==> config.mk <==
export PLATFORM = sky130hd
export DESIGN_NAME = operand_entry
export DESIGN_NICKNAME = d
export VERILOG_FILES = /design/src/rtl/operand_entry.sv
export SDC_FILE = /design/constraint.sdc
export NUM_CORES = 1
export LEC_CHECK = 0
export BUFFER_PORTS_ARGS = -buffer_cell sky130_fd_sc_hd__buf_2
export CAP_MARGIN = 10
export CORE_UTILIZATION = 60
export DETAILED_ROUTE_END_ITERATION = 7
export PLACE_DENSITY_LB_ADDON = 0.12
export RECOVER_POWER = 100
export SETUP_SLACK_MARGIN = 0.3
export SLEW_MARGIN = 25
export SYNTH_ARGS = -nofsm -noshare
export SYNTH_HDL_FRONTEND = slang
export SYNTH_SLANG_ARGS = --single-unit
==> constraint.sdc <==
create_clock -name clk -period 4.16 [get_ports clk]
set_clock_uncertainty 0.15 [all_clocks]
set_input_delay 0.416 -clock clk [delete_from_list [all_inputs] [get_ports clk]]
set_output_delay 0.416 -clock clk [all_outputs]
set_load 0.03 [all_outputs]
==> src/rtl/operand_entry.sv <==
// rtl/operand_entry.sv - keypad operand entry FSM building a decimal A/B operand pair
// Optional feature macro: KEY_EDGE_DETECT_EN (events on the 0->1 edge of key_valid only)
module operand_entry #(
   parameter int MAX_DIGITS = 3,
   parameter int OP_W       = 10
) (
   input  logic            clk,
   input  logic            rst,
   input  logic            key_valid,
   input  logic [3:0]      key_code,
   output logic [OP_W-1:0] op_a,
   output logic [OP_W-1:0] op_b,
   output logic            out_valid,
   input  logic            out_ready,
   output logic [OP_W-1:0] disp_value,
   output logic [1:0]      entry_sel
);

   localparam int CNT_W = $clog2(MAX_DIGITS + 1);
   localparam logic [CNT_W-1:0] MAX_CNT = CNT_W'(MAX_DIGITS);

   typedef enum logic [1:0] {
      S_A   = 2'b00,
      S_B   = 2'b01,
      S_OUT = 2'b10
   } state_t;

   state_t            state_q, state_d;
   logic [OP_W-1:0]   acc_a_q, acc_a_d;
   logic [OP_W-1:0]   acc_b_q, acc_b_d;
   logic [CNT_W-1:0]  cnt_a_q, cnt_a_d;
   logic [CNT_W-1:0]  cnt_b_q, cnt_b_d;
   logic              out_valid_q, out_valid_d;
   logic [OP_W-1:0]   disp_q, disp_d;
   logic              key_ev;
   logic              is_digit;

`ifdef KEY_EDGE_DETECT_EN
   logic key_valid_q;

   // Remember last cycle's key_valid so a held key produces one event only
   always_ff @(posedge clk) begin
      if (!rst) key_valid_q <= 1'b0;
      else      key_valid_q <= key_valid;
   end

   assign key_ev = key_valid && !key_valid_q;
`else
   assign key_ev = key_valid;
`endif

   assign is_digit = (key_code <= 4'd9);

   // Shift-and-add times ten, truncated to the operand width
   function automatic logic [OP_W-1:0] mul10_add(input logic [OP_W-1:0] x, input logic [3:0] d);
      return (x << 3) + (x << 1) + OP_W'(d);
   endfunction

   // Next-state and datapath decode for the entry sequence
   always_comb begin
      state_d     = state_q;
      acc_a_d     = acc_a_q;
      acc_b_d     = acc_b_q;
      cnt_a_d     = cnt_a_q;
      cnt_b_d     = cnt_b_q;
      out_valid_d = out_valid_q;
      case (state_q)
         S_A: begin
            if (key_ev) begin
               if (is_digit) begin
                  if (cnt_a_q < MAX_CNT) begin
                     acc_a_d = mul10_add(acc_a_q, key_code);
                     cnt_a_d = cnt_a_q + CNT_W'(1);
                  end
               end else if (key_code == 4'hA) begin
                  state_d = S_B;
               end else if (key_code == 4'hB) begin
                  acc_a_d = '0;
                  acc_b_d = '0;
                  cnt_a_d = '0;
                  cnt_b_d = '0;
                  state_d = S_A;
               end
            end
         end
         S_B: begin
            if (key_ev) begin
               if (is_digit) begin
                  if (cnt_b_q < MAX_CNT) begin
                     acc_b_d = mul10_add(acc_b_q, key_code);
                     cnt_b_d = cnt_b_q + CNT_W'(1);
                  end
               end else if (key_code == 4'hA) begin
                  state_d     = S_OUT;
                  out_valid_d = 1'b1;
               end else if (key_code == 4'hB) begin
                  acc_a_d = '0;
                  acc_b_d = '0;
                  cnt_a_d = '0;
                  cnt_b_d = '0;
                  state_d = S_A;
               end
            end
         end
         S_OUT: begin
            // Keys are ignored here; only the handshake releases the pair
            if (out_valid_q && out_ready) begin
               acc_a_d     = '0;
               acc_b_d     = '0;
               cnt_a_d     = '0;
               cnt_b_d     = '0;
               out_valid_d = 1'b0;
               state_d     = S_A;
            end
         end
         default: begin
            state_d     = S_A;
            out_valid_d = 1'b0;
         end
      endcase
      disp_d = (state_d == S_A) ? acc_a_d : acc_b_d;
   end

   // State, accumulators and registered outputs; reset wins over everything
   always_ff @(posedge clk) begin
      if (!rst) begin
         state_q     <= S_A;
         acc_a_q     <= '0;
         acc_b_q     <= '0;
         cnt_a_q     <= '0;
         cnt_b_q     <= '0;
         out_valid_q <= 1'b0;
         disp_q      <= '0;
      end else begin
         state_q     <= state_d;
         acc_a_q     <= acc_a_d;
         acc_b_q     <= acc_b_d;
         cnt_a_q     <= cnt_a_d;
         cnt_b_q     <= cnt_b_d;
         out_valid_q <= out_valid_d;
         disp_q      <= disp_d;
      end
   end

   assign op_a       = acc_a_q;
   assign op_b       = acc_b_q;
   assign out_valid  = out_valid_q;
   assign disp_value = disp_q;
   assign entry_sel  = state_q;

endmodule

==> results of run 1 <==
worst max-delay path, cell delays in order, from the launching register on:
cell and delay, ps:
dfxtp_1 420, inv_1 80, fa_1 480, inv_1 60, ha_1 320, a211oi_1 280, o21ai_0 190, o31ai_1 300
xnor2_1 130, a31oi_1 230, o22ai_1 120
cell usage in the layout (no fill, tap or decap), types with 3 or more instances in the layout:
master / netlist / final
and3_1: 4 / 4
nor2_1: 26 / 26
o21a_1: 3 / 3
clkbuf_1: 6 / 33
and2_0: 0 / 5
xor2_1: 4 / 4
xnor2_1: 8 / 8
o21ai_0: 13 / 13
nor3_1: 7 / 7
a21o_1: 3 / 3
o211ai_1: 3 / 3
ha_1: 34 / 34
buf_2: 2 / 7
nand3_1: 3 / 3
a22o_1: 10 / 10
dfxtp_1: 37 / 37
nor2b_1: 6 / 6
and2_1: 11 / 6
inv_1: 18 / 18
clkbuf_8: 0 / 6
nand2_1: 26 / 26
a211oi_1: 5 / 5
a22oi_1: 2 / 3
a21boi_0: 3 / 4
a31oi_1: 4 / 4
a21oi_1: 22 / 22
fa_1: 4 / 4
nand2b_1: 4 / 4
report_power, final:
part	internal (uW)	switching, uW
sequential	370	12.0
clock	195	139
combinational	60.5	114
state kept, by name (all words and copies together) (netlist names):
name and cells:
cnt_b_q 2, op_a 10, entry_sel 2, op_b 10
disp_value 10, out_valid 1, cnt_a_q 2
logic make-up after synthesis:
family                     after synthesis  synth area share [%]
AOI/OAI and AO/OA                       91                  23.8
xor gates and xnor gates                12                  3.96
adders and majority gates               38                  19.0
buffers and inverters                   30                  5.18
DFF                                     37                  27.9
muxes                                    2                 0.754
and+or+nand+nor                        101                  19.3
metrics by stage:
stage / cell area, sq um / utilization, % / power [uW] / worst slack (ps)
floorplan: 2660 / - / 522 / 1330
global placement: 2850 / 69.2 / 563 / 1120
detailed placement: 2850 / 69.2 / 565 / 1090
global route: 2920 / 71.0 / 930 / 1130
CTS: 2970 / 72.1 / 896 / 1320
finish: 2920 / 71.0 / 891 / 1290
how the worst max path moves through the flow:
stage,end,slack [ps],cells past startpoint
3_5_place_dp,disp_value[9]$_SDFF_PN0_,1090,11
2_1_floorplan,disp_value[8]$_SDFF_PN0_,1330,10
3_3_place_gp,disp_value[9]$_SDFF_PN0_,1120,11
5_1_grt,disp_value[7]$_SDFF_PN0_,1130,10
4_1_cts,disp_value[9]$_SDFF_PN0_,1320,10
6_report,disp_value[9]$_SDFF_PN0_,1290,10
final cells by class:
class                      count  share of cell area, %
multi-input combinational    244                   60.6
sequential                    37                   25.4
timing repair buffer          40                   5.44
clock buffer                   6                   2.83
inverter                      18                   2.31
tap                           50                   2.14
clock inverter                 2                   1.28
metal layers:
metal / GRT usage, % / routed length [microns] / vias up
met2: 50.5 / 3040 / 76
met1: 35.9 / 2790 / 1135
met3: 5.92 / 345 / 17
met4: 12.2 / 123 / 0
met5: 0 / 0 / -
li1: - / - / 1182
==> metrics.txt, run 1 <==
# TYPE chip_impl_metric gauge
chip_impl_metric{name="grt_antenna_before_repair",unit=""} 0
chip_impl_info{name="status",value="finished, final reports clean"} 1
chip_impl_metric{name="hpwlAfterDp",unit="microns"} 4730
chip_impl_metric{name="r2r_slack",unit="ps"} 1290
chip_impl_metric{name="hold_path_depth",unit=""} 2
chip_impl_metric{name="design.die.area",unit="sq um"} 4690
chip_impl_metric{name="synth_largest_type_area_fraction",unit="%"} 27.9
chip_impl_metric{name="postCtsHoldBufs",unit=""} 0
chip_impl_metric{name="instances_no_fill",unit=""} 397
chip_impl_metric{name="clk_path_buf_depth",unit=""} 2
chip_impl_metric{name="dr_total_vias",unit=""} 2410
chip_impl_metric{name="synth_async_sr_flop_share",unit="%"} 0
chip_impl_info{name="reg2reg_from",value="op_a[2]$_SDFF_PN0_"} 1
chip_impl_metric{name="yosysWarningCount",unit=""} 0
chip_impl_metric{name="post-route-drc-count",unit=""} 0
chip_impl_metric{name="ir_worst_vdd",unit="mV"} 0.207
chip_impl_metric{name="nets_final",unit=""} 392
chip_impl_info{name="setup.worst_path.end_class",value="register"} 1
chip_impl_metric{name="fin_tns_setup",unit="ps"} 0
chip_impl_metric{name="clock_tree.htree_level_count",unit=""} 2
chip_impl_metric{name="synthCells",unit=""} 311
chip_impl_info{name="cts_tree",value="built"} 1
chip_impl_info{name="synth.most_common_cell",value="dfxtp_1"} 1
chip_impl_metric{name="worstPathMaxFanout",unit=""} 4
chip_impl_info{name="netlist_top_cells_area",value="dfxtp_1 (28%), ha_1 (16%), a21oi_1 (4.1%)"} 1
chip_impl_metric{name="power.leakage",unit="uW"} 0.00134
chip_impl_metric{name="final_clock_period_utilization_by_the_worst_path",unit="%"} 69.0
chip_impl_metric{name="fmax",unit="GHz"} 0.348
chip_impl_info{name="reg_to_reg_end",value="disp_value[9]$_SDFF_PN0_"} 1
chip_impl_info{name="criticalPathCategory",value="reg2reg"} 1
chip_impl_metric{name="synth_seq_area_share",unit="%"} 27.9
chip_impl_info{name="synth_top_flop_cell",value="dfxtp_1"} 1
chip_impl_metric{name="num_antenna_cells",unit=""} 0
chip_impl_metric{name="combined_area_of_the_multi_input_logic_cells",unit="sq um"} 1770
chip_impl_info{name="worst_setup_path_startpoint",value="op_a[2]$_SDFF_PN0_"} 1
chip_impl_metric{name="worstPathRequired",unit="ps"} 4190
chip_impl_info{name="min_to",value="cnt_b_q[0]$_SDFFE_PN0P_"} 1
chip_impl_metric{name="synth_fp_nets",unit=""} 357
chip_impl_metric{name="placementRows",unit=""} 23
chip_impl_metric{name="filler_cell_count",unit=""} 353
chip_impl_metric{name="synth_edf_count",unit=""} 0
chip_impl_metric{name="die_y",unit="microns"} 68.5
chip_impl_metric{name="drt_pre_antenna_iters",unit=""} 4
chip_impl_metric{name="ant_nets",unit=""} 0
chip_impl_metric{name="starting_density_of_the_core",unit="%"} 64.5
chip_impl_metric{name="fraction_of_final_layout_cells_sized_beyond_drive_strength_1",unit="%"} 7.20
chip_impl_metric{name="grt_first_pass_wirelength",unit="microns"} 10300
chip_impl_metric{name="synthToLayoutAreaGrowth",unit="%"} 10.0
chip_impl_metric{name="ff2ff_path_depth",unit=""} 10
chip_impl_metric{name="io_buffer_count",unit=""} 40
chip_impl_metric{name="timing.max_slew.rel_slack",unit="%"} 46.7
chip_impl_metric{name="area_of_the_core",unit="sq um"} 4120
chip_impl_metric{name="placed_cells_incl_taps",unit=""} 389
chip_impl_metric{name="postCtsResizedCells",unit=""} 0
chip_impl_metric{name="drt-wirelength-per-cell",unit="microns"} 15.9
chip_impl_metric{name="timing_hold_violations_final",unit=""} 0
chip_impl_metric{name="globalplace.congestion",unit=""} 0.877
chip_impl_metric{name="die-width",unit="microns"} 68.5
chip_impl_metric{name="crit_arrival",unit="ps"} 2900
chip_impl_metric{name="timing.final.setup_violations",unit=""} 0
chip_impl_info{name="clockRootBuffer",value="clkbuf_8"} 1
chip_impl_metric{name="ys_ff_latch",unit=""} 37
chip_impl_metric{name="clock_sink_count",unit=""} 37
chip_impl_metric{name="area_used_by_sequential_logic_in_the_layout",unit="sq um"} 741
chip_impl_metric{name="post_cts.repair.setup_buffers",unit=""} 0
chip_impl_info{name="synth_top_area_cell",value="dfxtp_1"} 1
chip_impl_metric{name="period_needed",unit="ps"} 2870
chip_impl_metric{name="1st_iter_drt_viols",unit=""} 178
chip_impl_metric{name="grt-ovfl-total",unit=""} 0
chip_impl_metric{name="hold-worst-slack",unit="ps"} 324
chip_impl_metric{name="slew_viol_final",unit=""} 0
chip_impl_metric{name="drv_cap",unit=""} 0
chip_impl_metric{name="grt_max_degree",unit=""} 21
chip_impl_metric{name="library_cells_used_by_synthesis",unit=""} 55
chip_impl_metric{name="cts_clk_pin_slew_worst_paths",unit="ps"} 80
chip_impl_metric{name="synthesis.area",unit="sq um"} 2660
chip_impl_info{name="holdCritPathClass",value="reg2reg"} 1
chip_impl_info{name="setup_repair_after_global_routing_missed_its_margin",value="false"} 1
chip_impl_info{name="worstHoldStart",value="cnt_b_q[0]$_SDFFE_PN0P_"} 1
chip_impl_metric{name="grt_util_overall",unit="%"} 29.6
chip_impl_metric{name="timing_worst_slew_pin_value",unit="ps"} 798
chip_impl_metric{name="final_routed_wirelength_across_all_metal_layers",unit="microns"} 6300
chip_impl_metric{name="power_dens_cells",unit="nW/um^2"} 305
chip_impl_metric{name="avgSynthCellArea",unit="sq um"} 8.54
chip_impl_info{name="cp-start-kind",value="register"} 1
chip_impl_metric{name="cts-buffers-inserted",unit=""} 5
chip_impl_metric{name="pin_count",unit=""} 41
chip_impl_metric{name="routed_via_density",unit=""} 6.07
chip_impl_metric{name="first_global_vias",unit=""} 2254
chip_impl_metric{name="worstSkewPairLatency",unit="ps"} 300
chip_impl_info{name="yosys-top-cells-count",value="dfxtp_1 (37), ha_1 (34), nand2_1 (26), nor2_1 (26), a21oi_1 (22)"} 1
No activity file was read; power rests on OpenSTA's default activity.
==> run 2, diff against run 1 <==
--- a/config.mk
+++ b/config.mk
@@ -7,7 +7,7 @@
 export LEC_CHECK = 0
 export BUFFER_PORTS_ARGS = -buffer_cell sky130_fd_sc_hd__buf_2
 export CAP_MARGIN = 10
-export CORE_UTILIZATION = 60
+export CORE_UTILIZATION = 52
 export DETAILED_ROUTE_END_ITERATION = 7
 export PLACE_DENSITY_LB_ADDON = 0.12
 export RECOVER_POWER = 100
==> constraint.sdc (replaced) <==
create_clock -name clk -period 2.4 [get_ports clk]
set_clock_uncertainty 0.15 [all_clocks]
set_input_delay 0.24 -clock clk [delete_from_list [all_inputs] [get_ports clk]]
set_output_delay 0.24 -clock clk [all_outputs]
set_load 0.03 [all_outputs]
==> run 2 against run 1 <==
Compared with the run above: register-to-register slack got worse by 1500 ps; critical endpoint unchanged; sequential power grew 71%; wire length grew 22%; highest routed layer unchanged; the flow now finishes with violations (setup timing); final cell count grew 17%; worst setup slack worse by 1500 ps; critical path type unchanged; non-clock buffer count is 48 higher; total power up 66%.
==> metrics.txt, run 2 (synthesis results as in run 1) <==
# TYPE chip_impl_metric gauge
chip_impl_metric{name="combined_area_of_the_multi_input_logic_cells",unit="sq um"} 1960
chip_impl_metric{name="area_used_by_sequential_logic_in_the_layout",unit="sq um"} 764
chip_impl_metric{name="crit_buf_inv",unit=""} 3
chip_impl_metric{name="hpwlAfterDp",unit="microns"} 5410
chip_impl_metric{name="ant_nets",unit=""} 0
chip_impl_metric{name="grt_util_overall",unit="%"} 29.6
chip_impl_info{name="worst_path_dominant_cell_family",value="compound AO/OA/AOI/OAI gates"} 1
chip_impl_metric{name="placementRows",unit=""} 25
chip_impl_metric{name="grt-ovfl-total",unit=""} 0
chip_impl_metric{name="placed_cells_incl_taps",unit=""} 445
chip_impl_info{name="holdCritPathClass",value="in2reg"} 1
chip_impl_metric{name="fraction_of_final_layout_cells_sized_beyond_drive_strength_1",unit="%"} 28.5
chip_impl_info{name="cts_tree",value="built"} 1
chip_impl_metric{name="io_buffer_count",unit=""} 40
chip_impl_metric{name="worstPathRequired",unit="ps"} 2420
chip_impl_metric{name="instances_no_fill",unit=""} 463
chip_impl_metric{name="drv_cap",unit=""} 0
chip_impl_metric{name="starting_density_of_the_core",unit="%"} 55.1
chip_impl_metric{name="die-width",unit="microns"} 73.5
chip_impl_metric{name="filler_cell_count",unit=""} 425
chip_impl_metric{name="ir_worst_vdd",unit="mV"} 0.320
chip_impl_metric{name="pin_count",unit=""} 41
chip_impl_info{name="most-common-layout-cells",value="buf_4 (42), clkbuf_1 (37), dfxtp_1 (30), ha_1 (27), nor2_1 (26)"} 1
chip_impl_info{name="criticalPathCategory",value="reg2reg"} 1
chip_impl_metric{name="clk_path_buf_depth",unit=""} 2
chip_impl_metric{name="grt_max_degree",unit=""} 21
chip_impl_metric{name="first_global_vias",unit=""} 2493
chip_impl_info{name="timing.critical_path.slowest_stage_cell",value="fa_1"} 1
chip_impl_metric{name="timing_worst_slew_pin_value",unit="ps"} 817
chip_impl_metric{name="cts-buffers-inserted",unit=""} 5
chip_impl_metric{name="design.die.area",unit="sq um"} 5400
chip_impl_metric{name="routed_via_density",unit=""} 5.81
chip_impl_metric{name="worstPathMaxFanout",unit=""} 2
chip_impl_metric{name="area_of_the_core",unit="sq um"} 4820
chip_impl_metric{name="post_route_setup_slack",unit="ps"} -209
chip_impl_metric{name="num_antenna_cells",unit=""} 0
chip_impl_info{name="crit_path_cell_trace",value="inv_2, fa_1, inv_2, buf_4, ha_4, a211oi_2, o211ai_1, a21oi_1, xnor2_1, a2bb2oi_2, o22ai_1"} 1
chip_impl_metric{name="globalplace.congestion",unit=""} 0.902
chip_impl_metric{name="nets_final",unit=""} 441
chip_impl_metric{name="post-route-drc-count",unit=""} 0
chip_impl_metric{name="timing.max_slew.rel_slack",unit="%"} 45.5
chip_impl_info{name="cpMostUsedCell",value="inv_2"} 1
chip_impl_metric{name="slew_viol_final",unit=""} 0
chip_impl_metric{name="timing_hold_violations_final",unit=""} 0
chip_impl_metric{name="power.leakage",unit="uW"} 0.00157
chip_impl_metric{name="1st_iter_drt_viols",unit=""} 335
chip_impl_metric{name="final_routed_wirelength_across_all_metal_layers",unit="microns"} 7700
chip_impl_info{name="most_frequent_standard_cell_in_the_layout_excluding_fill_and_tap_cells",value="buf_4"} 1
chip_impl_metric{name="power_dens_cells",unit="nW/um^2"} 426
chip_impl_metric{name="postCtsHoldBufs",unit=""} 0
chip_impl_metric{name="place_worst_setup_slack",unit="ps"} -260
chip_impl_metric{name="die_y",unit="microns"} 73.5
chip_impl_metric{name="synthToLayoutAreaGrowth",unit="%"} 31.0
chip_impl_metric{name="crit_arrival",unit="ps"} 2630
chip_impl_info{name="cp-start-kind",value="register"} 1
chip_impl_metric{name="design_area",unit="sq um"} 3480
chip_impl_info{name="violations_in_the_final_reports",value="setup timing"} 1
chip_impl_metric{name="dr_total_vias",unit=""} 2689
chip_impl_metric{name="hold-worst-slack",unit="ps"} 215
chip_impl_metric{name="grt_first_pass_wirelength",unit="microns"} 12200
chip_impl_metric{name="worstSkewPairLatency",unit="ps"} 290
chip_impl_metric{name="clock_tree.htree_level_count",unit=""} 2
chip_impl_metric{name="grt_antenna_before_repair",unit=""} 0
chip_impl_metric{name="timing.final.setup_violations",unit=""} 7
chip_impl_metric{name="final_clock_period_utilization_by_the_worst_path",unit="%"} 109
chip_impl_info{name="setup.worst_path.end_class",value="register"} 1
chip_impl_metric{name="critical-path-max-stage-delay",unit="ps"} 520
chip_impl_metric{name="drt_pre_antenna_iters",unit=""} 4
chip_impl_metric{name="cts_clk_pin_slew_worst_paths",unit="ps"} 80
chip_impl_metric{name="period_needed",unit="ps"} 2610
chip_impl_metric{name="total_power",unit="uW"} 1480
chip_impl_metric{name="clock_sink_count",unit=""} 37
chip_impl_metric{name="post_detailed_placement_cell_area",unit="sq um"} 3250
chip_impl_info{name="status",value="complete, but fails checks"} 1
chip_impl_metric{name="drt-wirelength-per-cell",unit="microns"} 16.6
chip_impl_info{name="setup_repair_after_global_routing_missed_its_margin",value="true"} 1
chip_impl_metric{name="fmax",unit="GHz"} 0.383
chip_impl_info{name="clockRootBuffer",value="clkbuf_8"} 1
[run 2: path summary, 6_finish.rpt]
path / startpoint / end / slack, ps / cells past startpoint
max: op_b[0]$_SDFF_PN0_ / disp_value[9]$_SDFF_PN0_ / -210 / 11
min: rst / op_b[8]$_SDFF_PN0_ / 220 / 2
max reg2reg: op_b[0]$_SDFF_PN0_ / disp_value[9]$_SDFF_PN0_ / -210 / 11
min reg2reg: cnt_b_q[0]$_SDFFE_PN0P_ / cnt_b_q[0]$_SDFFE_PN0P_ / 350 / 2
[run 2: what timing repair did]
item	4_1_cts	5_1_grt
buffers inserted	6	3
setup endpoints to repair	28	30
cloned	1	0
gates resized for setup	15	19
pin swaps	24	9
[run 2: cell type report]
cell class	count	share of cell area (%)
multi-input cells	245	56.3
flip-flops and latches	37	22.0
repair buffers	88	15.0
well taps	67	2.41
clock buffers	7	2.19
inverters	18	2.01
clock inverters	1	0.144
[run 2: routing by layer]
| metal | GRT usage, % | wire [microns] | vias to the layer above |
|---|---|---|---|
| met2 | 46.4 | 3570 | 106 |
| met4 | 5.98 | 57 | 0 |
| li1 | - | - | 1282 |
| met5 | 0 | 0 | - |
| met1 | 43.6 | 3650 | 1293 |
| met3 | 3.57 | 416 | 8 |
[run 2: where the power goes]
part | internal (uW) | total (uW) | switching [uW]
Combinational | 158 | 394 | 235
Sequential | 637 | 655 | 18.5
Clock | 204 | 433 | 229
[run 2: per-stage QoR]
step           util, %  setup TNS (ps)
2_1_floorplan        -            -118
3_3_place_gp      67.6           -1100
3_5_place_dp      67.6           -1540
4_1_cts           71.7            -419
5_1_grt           72.2           -1790
6_report          72.2            -657
==> run 3, diff against run 2 <==
--- a/config.mk
+++ b/config.mk
@@ -7,7 +7,7 @@
 export LEC_CHECK = 0
 export BUFFER_PORTS_ARGS = -buffer_cell sky130_fd_sc_hd__buf_2
 export CAP_MARGIN = 10
-export CORE_UTILIZATION = 52
+export CORE_UTILIZATION = 60
 export DETAILED_ROUTE_END_ITERATION = 7
 export PLACE_DENSITY_LB_ADDON = 0.12
 export RECOVER_POWER = 100
==> constraint.sdc (replaced) <==
create_clock -name clk -period 3.2 [get_ports clk]
set_clock_uncertainty 0.15 [all_clocks]
set_input_delay 0.32 -clock clk [delete_from_list [all_inputs] [get_ports clk]]
set_output_delay 0.32 -clock clk [all_outputs]
set_load 0.03 [all_outputs]
==> run 3 against run 2 <==
Compared with the run above: the flow now finishes without violations; first-iteration DRC count shrank 51%; cell area shrank 16%; hold slack gained 66 ps; worst setup slack gained 500 ps; final cell count shrank 14%; combinational power shrank 42%; sequential share of layout area grew 3.4 points; largest cell class unchanged; largest power group unchanged; highest routed layer unchanged.
==> metrics.txt, run 3 (synthesis results as in run 1) <==
# TYPE chip_impl_metric gauge
chip_impl_metric{name="period_needed",unit="ps"} 2910
chip_impl_metric{name="synthToLayoutAreaGrowth",unit="%"} 10.3
chip_impl_metric{name="worstPathMaxFanout",unit=""} 4
chip_impl_metric{name="dr_total_vias",unit=""} 2448
chip_impl_info{name="clockRootBuffer",value="clkbuf_8"} 1
chip_impl_metric{name="filler_cell_count",unit=""} 343
chip_impl_metric{name="timing_hold_violations_final",unit=""} 0
chip_impl_metric{name="total_power",unit="uW"} 1160
chip_impl_metric{name="fmax",unit="GHz"} 0.343
chip_impl_metric{name="grt-ovfl-total",unit=""} 0
chip_impl_metric{name="power_dens_cells",unit="nW/um^2"} 395
chip_impl_info{name="cpMostUsedCell",value="inv_1"} 1
chip_impl_metric{name="cts-buffers-inserted",unit=""} 5
chip_impl_metric{name="clk_path_buf_depth",unit=""} 2
chip_impl_metric{name="nets_final",unit=""} 393
chip_impl_metric{name="drv_cap",unit=""} 0
chip_impl_metric{name="post-route-drc-count",unit=""} 0
chip_impl_metric{name="worstPathRequired",unit="ps"} 3240
chip_impl_info{name="worst_path_dominant_cell_family",value="compound AO/OA/AOI/OAI gates"} 1
chip_impl_metric{name="grt_first_pass_wirelength",unit="microns"} 10400
chip_impl_info{name="holdCritPathClass",value="in2reg"} 1
chip_impl_metric{name="hpwlAfterDp",unit="microns"} 4690
chip_impl_metric{name="clock_tree.htree_level_count",unit=""} 2
chip_impl_metric{name="worstSkewPairLatency",unit="ps"} 290
chip_impl_metric{name="cts_clk_pin_slew_worst_paths",unit="ps"} 80
chip_impl_metric{name="clock_sink_count",unit=""} 37
chip_impl_metric{name="design.die.area",unit="sq um"} 4690
chip_impl_metric{name="drt-wirelength-per-cell",unit="microns"} 16.4
chip_impl_info{name="most_frequent_standard_cell_in_the_layout_excluding_fill_and_tap_cells",value="dfxtp_1"} 1
chip_impl_metric{name="fraction_of_final_layout_cells_sized_beyond_drive_strength_1",unit="%"} 7.76
chip_impl_metric{name="globalplace.congestion",unit=""} 0.891
chip_impl_metric{name="worstSetupPathDepth",unit=""} 10
chip_impl_metric{name="crit_arrival",unit="ps"} 2950
chip_impl_info{name="most-common-layout-cells",value="dfxtp_1 (35), ha_1 (34), clkbuf_1 (34), nor2_1 (26), nand2_1 (26)"} 1
chip_impl_metric{name="timing.max_slew.rel_slack",unit="%"} 47.4
chip_impl_metric{name="1st_iter_drt_viols",unit=""} 165
chip_impl_metric{name="timing.final.setup_violations",unit=""} 0
chip_impl_info{name="setup.worst_path.end_class",value="register"} 1
chip_impl_metric{name="crit_buf_inv",unit=""} 2
chip_impl_metric{name="starting_density_of_the_core",unit="%"} 64.5
chip_impl_metric{name="placementRows",unit=""} 23
chip_impl_info{name="cts_tree",value="built"} 1
chip_impl_metric{name="die_y",unit="microns"} 68.5
chip_impl_metric{name="final_clock_period_utilization_by_the_worst_path",unit="%"} 91.0
chip_impl_info{name="cp-start-kind",value="register"} 1
chip_impl_metric{name="fin_tns_setup",unit="ps"} 0
chip_impl_metric{name="hold_path_depth",unit=""} 2
chip_impl_metric{name="power.leakage",unit="uW"} 0.00134
chip_impl_metric{name="die-width",unit="microns"} 68.5
chip_impl_info{name="setup_repair_after_global_routing_missed_its_margin",value="false"} 1
chip_impl_info{name="status",value="finished, final reports clean"} 1
chip_impl_metric{name="ir_worst_vdd",unit="mV"} 0.204
chip_impl_metric{name="pin_count",unit=""} 41
chip_impl_metric{name="ant_nets",unit=""} 0
chip_impl_metric{name="timing_worst_slew_pin_value",unit="ps"} 788
chip_impl_metric{name="drt_pre_antenna_iters",unit=""} 5
chip_impl_metric{name="ff2ff_path_depth",unit=""} 10
chip_impl_metric{name="grt_util_overall",unit="%"} 29.9
chip_impl_info{name="timing.critical_path.slowest_stage_cell",value="fa_1"} 1
chip_impl_metric{name="area_of_the_core",unit="sq um"} 4120
chip_impl_metric{name="routed_via_density",unit=""} 6.15
chip_impl_info{name="criticalPathCategory",value="reg2reg"} 1
chip_impl_metric{name="final_routed_wirelength_across_all_metal_layers",unit="microns"} 6540
chip_impl_metric{name="io_buffer_count",unit=""} 40
chip_impl_info{name="crit_path_cell_trace",value="inv_1, fa_1, inv_1, ha_1, a211oi_1, o21ai_0, xnor2_1, a22oi_1, nand2_1, and3_1"} 1
chip_impl_metric{name="grt_antenna_before_repair",unit=""} 0
chip_impl_metric{name="critical-path-max-stage-delay",unit="ps"} 510
chip_impl_metric{name="num_antenna_cells",unit=""} 0
chip_impl_metric{name="slew_viol_final",unit=""} 0
chip_impl_metric{name="first_global_vias",unit=""} 2315
chip_impl_metric{name="grt_max_degree",unit=""} 21
run 3: worst paths after layout:
path	endpoint	slack (ps)	from
max	disp_value[7]$_SDFF_PN0_	290	op_b[0]$_SDFF_PN0_
min	op_b[8]$_SDFF_PN0_	280	rst
max reg2reg	disp_value[7]$_SDFF_PN0_	290	op_b[0]$_SDFF_PN0_
min reg2reg	cnt_b_q[0]$_SDFFE_PN0P_	330	cnt_b_q[0]$_SDFFE_PN0P_
run 3: cell type report:
class / instances / area (sq um) / area share (%)
clock buffers: 7 / 86.3 / 2.95
well taps: 50 / 62.6 / 2.14
flip-flops and latches: 37 / 743 / 25.4
repair buffers: 41 / 166 / 5.68
clock inverters: 1 / 30.0 / 1.03
inverters: 18 / 67.6 / 2.31
multi-input cells: 244 / 1770 / 60.5
run 3: power by group:
part / leakage (uW) / total (uW) / internal [uW] / switching (uW)
Clock: 0.0000585 / 430 / 254 / 176
Sequential: 0.000301 / 497 / 481 / 15.7
Combinational: 0.000985 / 229 / 79.2 / 150
Total: 0.00134 / 1160 / 815 / 341
run 3: per-stage QoR:
step | hold WS [ps] | cell area (sq um) | instances | utilization, % | setup WS [ps]
after floorplan | 294 | 2660 | 311 | - | 371
after global placement | 307 | 2860 | 390 | 69.4 | 310
after detailed placement | 323 | 2860 | 390 | 69.4 | 277
after CTS | 272 | 2970 | 398 | 72.2 | 407
after global routing | 287 | 2930 | 398 | 71.1 | 178
final | 281 | 2930 | 398 | 71.1 | 288
run 3: what timing repair did:
item	in CTS	in global routing
endpoints found under the setup margin	0	4
resized for setup	0	8
hold buffers	0	0
buffers inserted	0	0
run 3: per-layer routing:
layer,wire [microns],GRT usage [%],part of all wire (%),up-vias
met5,0,0,0,-
met4,123,10.4,1.9,0
met3,497,6.09,7.6,15
met2,3100,53.1,47,96
met1,2820,35.3,43,1150
li1,-,-,-,1187
